[src/rtl/change_display_driver.sv]
// change_display_driver: captures a binary cent amount, converts it to BCD with a
// sequential double-dabble engine and time-multiplexes it as DD.CC on a 4-digit
// common-anode seven-segment display, with optional whole-display blinking.
module change_display_driver #(
   parameter int VAL_W       = 14,
   parameter int REFRESH_DIV = 100000,
   parameter int BLINK_DIV   = 25000000
) (
   input  logic             clk,
   input  logic             rst,
   input  logic [VAL_W-1:0] value,
   input  logic             load,
   input  logic             blink_en,
   output logic             busy,
   output logic [7:0]       seg,
   output logic [3:0]       an
);

   localparam int CNT_W = $clog2(VAL_W + 1);
   localparam int RC_W  = (REFRESH_DIV > 1) ? $clog2(REFRESH_DIV) : 1;
   localparam int BC_W  = (BLINK_DIV > 1) ? $clog2(BLINK_DIV) : 1;

   typedef enum logic {
      S_IDLE,
      S_CONV
   } state_t;

   state_t           state_q, state_d;
   logic [VAL_W-1:0] bin_q;
   logic [15:0]      bcd_q;
   logic [15:0]      bcd_adj;
   logic [15:0]      bcd_next;
   logic [15:0]      digits_q;
   logic [CNT_W-1:0] shift_cnt;
   logic [VAL_W-1:0] value_sat;
   logic             start;
   logic             last_shift;

   logic [RC_W-1:0]  refresh_cnt;
   logic             refresh_tc;
   logic [1:0]       digit_idx;
   logic [BC_W-1:0]  blink_cnt;
   logic             blink_on;
   logic             blank;
   logic [7:0]       slot_seg;
   logic [3:0]       slot_an;

   // Active-low segment pattern {dp,g,f,e,d,c,b,a} for one BCD digit, dp off.
   function automatic logic [7:0] seg7(input logic [3:0] d);
      logic [7:0] s;
      case (d)
         4'd0:    s = 8'hC0;
         4'd1:    s = 8'hF9;
         4'd2:    s = 8'hA4;
         4'd3:    s = 8'hB0;
         4'd4:    s = 8'h99;
         4'd5:    s = 8'h92;
         4'd6:    s = 8'h82;
         4'd7:    s = 8'hF8;
         4'd8:    s = 8'h80;
         4'd9:    s = 8'h90;
         default: s = 8'hFF;
      endcase
      return s;
   endfunction

   // Add-3 correction on every nibble that is 5 or more, ahead of the shift.
   function automatic logic [15:0] add3(input logic [15:0] b);
      logic [15:0] r;
      r = b;
      for (int unsigned i = 0; i < 4; i++) begin
         if (b[i*4 +: 4] >= 4'd5)
            r[i*4 +: 4] = b[i*4 +: 4] + 4'd3;
      end
      return r;
   endfunction

   // Clamp the input to the largest displayable amount and derive datapath controls.
   always_comb begin
      value_sat  = (32'(value) > 32'd9999) ? VAL_W'(9999) : value;
      start      = load && (state_q == S_IDLE);
      last_shift = (state_q == S_CONV) && (shift_cnt == CNT_W'(VAL_W - 1));
      bcd_adj    = add3(bcd_q);
      bcd_next   = {bcd_adj[14:0], bin_q[VAL_W-1]};
      busy       = (state_q == S_CONV);
   end

   // Conversion FSM state register.
   always_ff @(posedge clk or negedge rst) begin
      if (!rst) state_q <= S_IDLE;
      else      state_q <= state_d;
   end

   // Conversion FSM next state: idle until a load, then exactly VAL_W shift cycles.
   always_comb begin
      state_d = state_q;
      case (state_q)
         S_IDLE:  if (load) state_d = S_CONV;
         S_CONV:  if (last_shift) state_d = S_IDLE;
         default: state_d = S_IDLE;
      endcase
   end

   // Double-dabble shift register; displayed digits only update on the final shift.
   always_ff @(posedge clk or negedge rst) begin
      if (!rst) begin
         bin_q     <= '0;
         bcd_q     <= '0;
         shift_cnt <= '0;
         digits_q  <= '0;
      end else if (start) begin
         bin_q     <= value_sat;
         bcd_q     <= '0;
         shift_cnt <= '0;
      end else if (state_q == S_CONV) begin
         bin_q     <= {bin_q[VAL_W-2:0], 1'b0};
         bcd_q     <= bcd_next;
         shift_cnt <= shift_cnt + 1'b1;
         if (last_shift)
            digits_q <= bcd_next;
      end
   end

   // Digit slot refresh counter.
   always_ff @(posedge clk or negedge rst) begin
      if (!rst)            refresh_cnt <= '0;
      else if (refresh_tc) refresh_cnt <= '0;
      else                 refresh_cnt <= refresh_cnt + 1'b1;
   end

   assign refresh_tc = (refresh_cnt == RC_W'(REFRESH_DIV - 1));

   // Blink phase generator; held in the on phase with a cleared counter when disabled.
   always_ff @(posedge clk or negedge rst) begin
      if (!rst) begin
         blink_cnt <= '0;
         blink_on  <= 1'b1;
      end else if (!blink_en) begin
         blink_cnt <= '0;
         blink_on  <= 1'b1;
      end else if (blink_cnt == BC_W'(BLINK_DIV - 1)) begin
         blink_cnt <= '0;
         blink_on  <= ~blink_on;
      end else begin
         blink_cnt <= blink_cnt + 1'b1;
      end
   end

   assign blank = blink_en && !blink_on;

   // Segment and anode pattern for the current digit slot (DD.CC layout).
   always_comb begin
      slot_seg = 8'hFF;
      slot_an  = 4'hF;
      case (digit_idx)
         2'd0: begin
            slot_an  = 4'b1110;
            slot_seg = seg7(digits_q[3:0]);
         end
         2'd1: begin
            slot_an  = 4'b1101;
            slot_seg = seg7(digits_q[7:4]);
         end
         2'd2: begin
            slot_an  = 4'b1011;
            slot_seg = seg7(digits_q[11:8]) & 8'h7F;
         end
         default: begin
            slot_an  = 4'b0111;
            slot_seg = (digits_q[15:12] == 4'd0) ? 8'hFF : seg7(digits_q[15:12]);
         end
      endcase
   end

   // Registered seg/an change together at each slot boundary, then the index advances.
   always_ff @(posedge clk or negedge rst) begin
      if (!rst) begin
         seg       <= 8'hFF;
         an        <= 4'hF;
         digit_idx <= '0;
      end else if (refresh_tc) begin
         seg       <= slot_seg;
         an        <= blank ? 4'hF : slot_an;
         digit_idx <= digit_idx + 1'b1;
      end
   end

endmodule

[config.mk]
export PLATFORM = sky130hd
export DESIGN_NAME = change_display_driver
export DESIGN_NICKNAME = d
export VERILOG_FILES = /design/src/rtl/change_display_driver.sv
export SDC_FILE = /design/constraint.sdc
export NUM_CORES = 1
export LEC_CHECK = 0
export BUFFER_PORTS_ARGS = -buffer_cell sky130_fd_sc_hd__buf_2
export CAP_MARGIN = 20
export CORE_MARGIN = 2
export CORE_UTILIZATION = 50
export DETAILED_ROUTE_END_ITERATION = 10
export GPL_ROUTABILITY_DRIVEN = 0
export PLACE_DENSITY_LB_ADDON = 0.25
export REMOVE_ABC_BUFFERS = 1
export SLEW_MARGIN = 20
export SYNTH_ARGS = -nofsm -noshare
export SYNTH_HDL_FRONTEND = slang
export SYNTH_SLANG_ARGS = --single-unit
[constraint.sdc]
create_clock -name clk -period 1.9 [get_ports clk]
set_clock_uncertainty 0.05 [all_clocks]
set_input_delay 0.19 -clock clk [delete_from_list [all_inputs] [get_ports clk]]
set_output_delay 0.19 -clock clk [all_outputs]
set_load 0.1 [all_outputs]
==> results.toml <==
[detailed_routing]
routedWlPerCell_microns = 14.8
viasPerCell = 5.54
vias = 4684
first_pass_iters = 5
ant_nets = 0
wirelength_mm = 12.5
drc = 0
first_iter_violations = 262

[final_layout]
area_growth_pct = 21.4
fin_util_pct = 61.7
num_antenna_cells = 0
stdcell_area_sq_um = 7350
final_layout_size_suffix_gt1_share_pct = 25.2
fillers = 979
final_cells = 845
nets = 753

[synth]
synth_largest_area_cell = "dfrtp_1"
synth_edf_count = 0
ys_types = 54
async_flop_share_pct = 100
netlist_top_cells_area = "dfrtp_1 39%, ha_1 8.7%, dfstp_2 5.6%"
synth_ff_type = "dfrtp_1"
avgSynthCellArea_sq_um = 9.62
synth.cell_area_sq_um = 6050
synth_cells = 629
synth-seq-cells = 108
synth.top_cell.area_share_pct = 39.3
yosysWarnings = 0
seq_area_frac_synth_pct = 44.9

[sta]
slew_headroom_pct = 64.4
rsz0062_at_grt = "true"
clock.fmax_mhz = 496
finalSetupViolCount = 35
drv_slew = 0
layout_setup_ws_ns = -0.117
worst_pin_slew_ns = 0.530
period_share_pct = 106
min_period_ns = 2.02
hold_viol = 0

[pwr]
leakage_nw = 3.26
power_density_nw_per_um2 = 1200
vdd_drop_max_mv = 0.646

[critical_path]
end_kind = "register"
start_kind = "register"
r2r_slack_ns = -0.12
crit_top_cell = "o21ai_1"
reg2regPathDepth = 5
cp_top_family = "simple AND/OR/NAND/NOR gates"
cpPeakStageDelay_ns = 0.55
cp_max_fo = 8
crit_buf_inv = 0
crit_slowest_cell = "or4b_4"
timing.rr.start = "refresh_cnt[12]$_DFF_PN0_"
cp.required_ns = 2.14
r2r_end = "seg[3]$_DFFE_PN1N_"
arrival_ns = 2.25
crit_chain = "or4b_4 > nor4b_4 > and4_4 > o21ai_1 > o21ai_1"
critPathKind = "register to register"

[placement]
dp_hpwl_mm = 8.46
portBuffers = 30
place_inst = 817
pre_cts_ws_ns = -0.0746
placedInstanceArea_sq_um = 6600

[die]
die_w_microns = 114
die_y_microns = 114
start_util_pct = 50.8
row_count = 40
io_pins = 31
floorplan.die_area_sq_um = 13000
core_area_sq_um = 11900

[clock_tree]
root_buffer = "clkbuf_16"
tritoncts = "yes"
clock_sinks = 108
cts_buffers = 9
cts_max_level = 3
clk_path_buf_depth = 2
insertion_delay_ns = 0.35
clk_pin_slew_ns = 0.07

[global_route]
overflow = 0
grt_pass1_vias = 4517
grt_pass1_wl_mm = 20.7
antenna_found_initial = 0
grtUsageTotal_pct = 19.7
grt_start_max_net_pins = 48

[hold_path]
hold_class = "input pin to register"
holdPathEnd = "bin_q[3]$_DFFE_PN0P_"
worstHoldStart = "value[3]"
holdPathStages = 3

[flow_run]
cap_violations = 0

[outcome]
violations = "setup timing"
status = "finished, violations left"
==> worst reg2reg max path: stages (launching register included) <==
cell     delay (ns)
dfrtp_1        0.37
or4b_4         0.55
nor4b_4        0.34
and4_4         0.40
o21ai_1        0.11
o21ai_1        0.14
==> per-layer routing <==
| metal | up-vias | wire length [microns] | track usage (%) |
|---|---|---|---|
| met5 | - | 0 | 0 |
| met4 | 0 | 274 | 9.27 |
| met3 | 27 | 429 | 3.56 |
| met2 | 99 | 6040 | 32.3 |
| met1 | 2249 | 5790 | 25.4 |
| li1 | 2309 | - | - |
==> sequential cells by signal, summed over array words and instances, names as in the netlist, 2 cells and up <==
| register | cells |
|---|---|
| shift_cnt | 4 |
| digit_idx | 2 |
| bin_q | 14 |
| refresh_cnt | 17 |
| an | 4 |
| digits_q | 16 |
| bcd_q | 16 |
| blink_cnt | 25 |
| seg | 8 |
==> kinds of logic after synthesis <==
kind of cell	count (synthesis)	synth area share (%)
adder cells (fa/ha/maj)	42	8.68
XOR/XNOR	49	7.09
multiplexers	26	4.61
AND/OR/NAND/NOR	222	17.8
AO/OA/AOI/OAI	121	12.8
buffers and inverters	61	4.11
flip-flops	108	44.9
==> area by class of cell <==
type / count / area, sq um / share of cell area (%)
multi-input combinational: 461 / 3350 / 45.6
sequential: 108 / 2720 / 37.0
timing repair buffer: 80 / 636 / 8.65
clock buffer: 11 / 233 / 3.17
tap: 147 / 184 / 2.50
inverter: 33 / 124 / 1.69
clock inverter: 5 / 100 / 1.36
==> how the worst max path moves through the flow <==
stage | slack, ns | to | depth (start not counted) | start
2_1_floorplan | -1.78 | digits_q[11]$_DFFE_PN0P_ | 2 | busy$_DFF_PN0_
3_3_place_gp | -0.04 | refresh_cnt[15]$_DFF_PN0_ | 5 | refresh_cnt[12]$_DFF_PN0_
3_5_place_dp | -0.07 | refresh_cnt[9]$_DFF_PN0_ | 5 | refresh_cnt[12]$_DFF_PN0_
4_1_cts | -0.06 | seg[6]$_DFFE_PN1N_ | 6 | refresh_cnt[12]$_DFF_PN0_
5_1_grt | -0.21 | seg[3]$_DFFE_PN1N_ | 5 | refresh_cnt[13]$_DFF_PN0_
6_report | -0.12 | seg[3]$_DFFE_PN1N_ | 5 | refresh_cnt[12]$_DFF_PN0_
==> cells in the final DEF (no fill, tap or decap), drive strengths merged, types with 23 or more instances in the layout <==
cell / synthesis / final
dfrtp: 95 / 95
buf: 7 / 76
nor2: 67 / 67
nand2: 66 / 66
ha: 42 / 42
o21ai: 37 / 37
inv: 33 / 33
xnor2: 31 / 31
a21oi: 27 / 27
nand3: 23 / 23
==> synthesized netlist by cell type (11+ instances only) <==
| cell type | n |
|---|---|
| o21ai_1 | 23 |
| dfrtp_1 | 95 |
| nand3_1 | 23 |
| ha_1 | 42 |
| a22o_1 | 11 |
| nand2b_1 | 11 |
| nand2_1 | 66 |
| o21ai_0 | 14 |
| o221ai_1 | 11 |
| clkbuf_1 | 21 |
| mux2i_1 | 11 |
| inv_1 | 32 |
| dfstp_2 | 13 |
| nor2_1 | 67 |
| xor2_1 | 18 |
| xnor2_1 | 31 |
| a21oi_1 | 27 |
| mux2_2 | 13 |
| nand4_1 | 11 |
==> per-stage QoR <==
stage / power (mW) / hold slack [ns] / setup TNS (ns)
floorplan: 5.70 / -0.156 / -48.37
global placement: 6.47 / 0.0954 / -1.15
detailed placement: 6.66 / 0.0985 / -1.94
CTS: 8.81 / 0.0508 / -0.874
global route: 9.49 / 0.0773 / -7.38
finish: 8.79 / 0.0626 / -1.69
==> power by group <==
part | internal, mW | leakage [nW] | total (mW) | switching [mW]
clock network | 1.28 | 0.163 | 2.10 | 0.816
registers | 2.80 | 1.37 | 3.35 | 0.549
logic | 1.52 | 1.73 | 3.34 | 1.81
==> timing repair <==
action,4_1_cts,5_1_grt
hold buffers,2,0
gates cloned,2,3
setup buffers,3,2
endpoints found under the hold margin,19,0
resized for setup,11,69
setup endpoints to repair,44,49
pin swaps,7,24
Power figures use the tool's default switching activity.
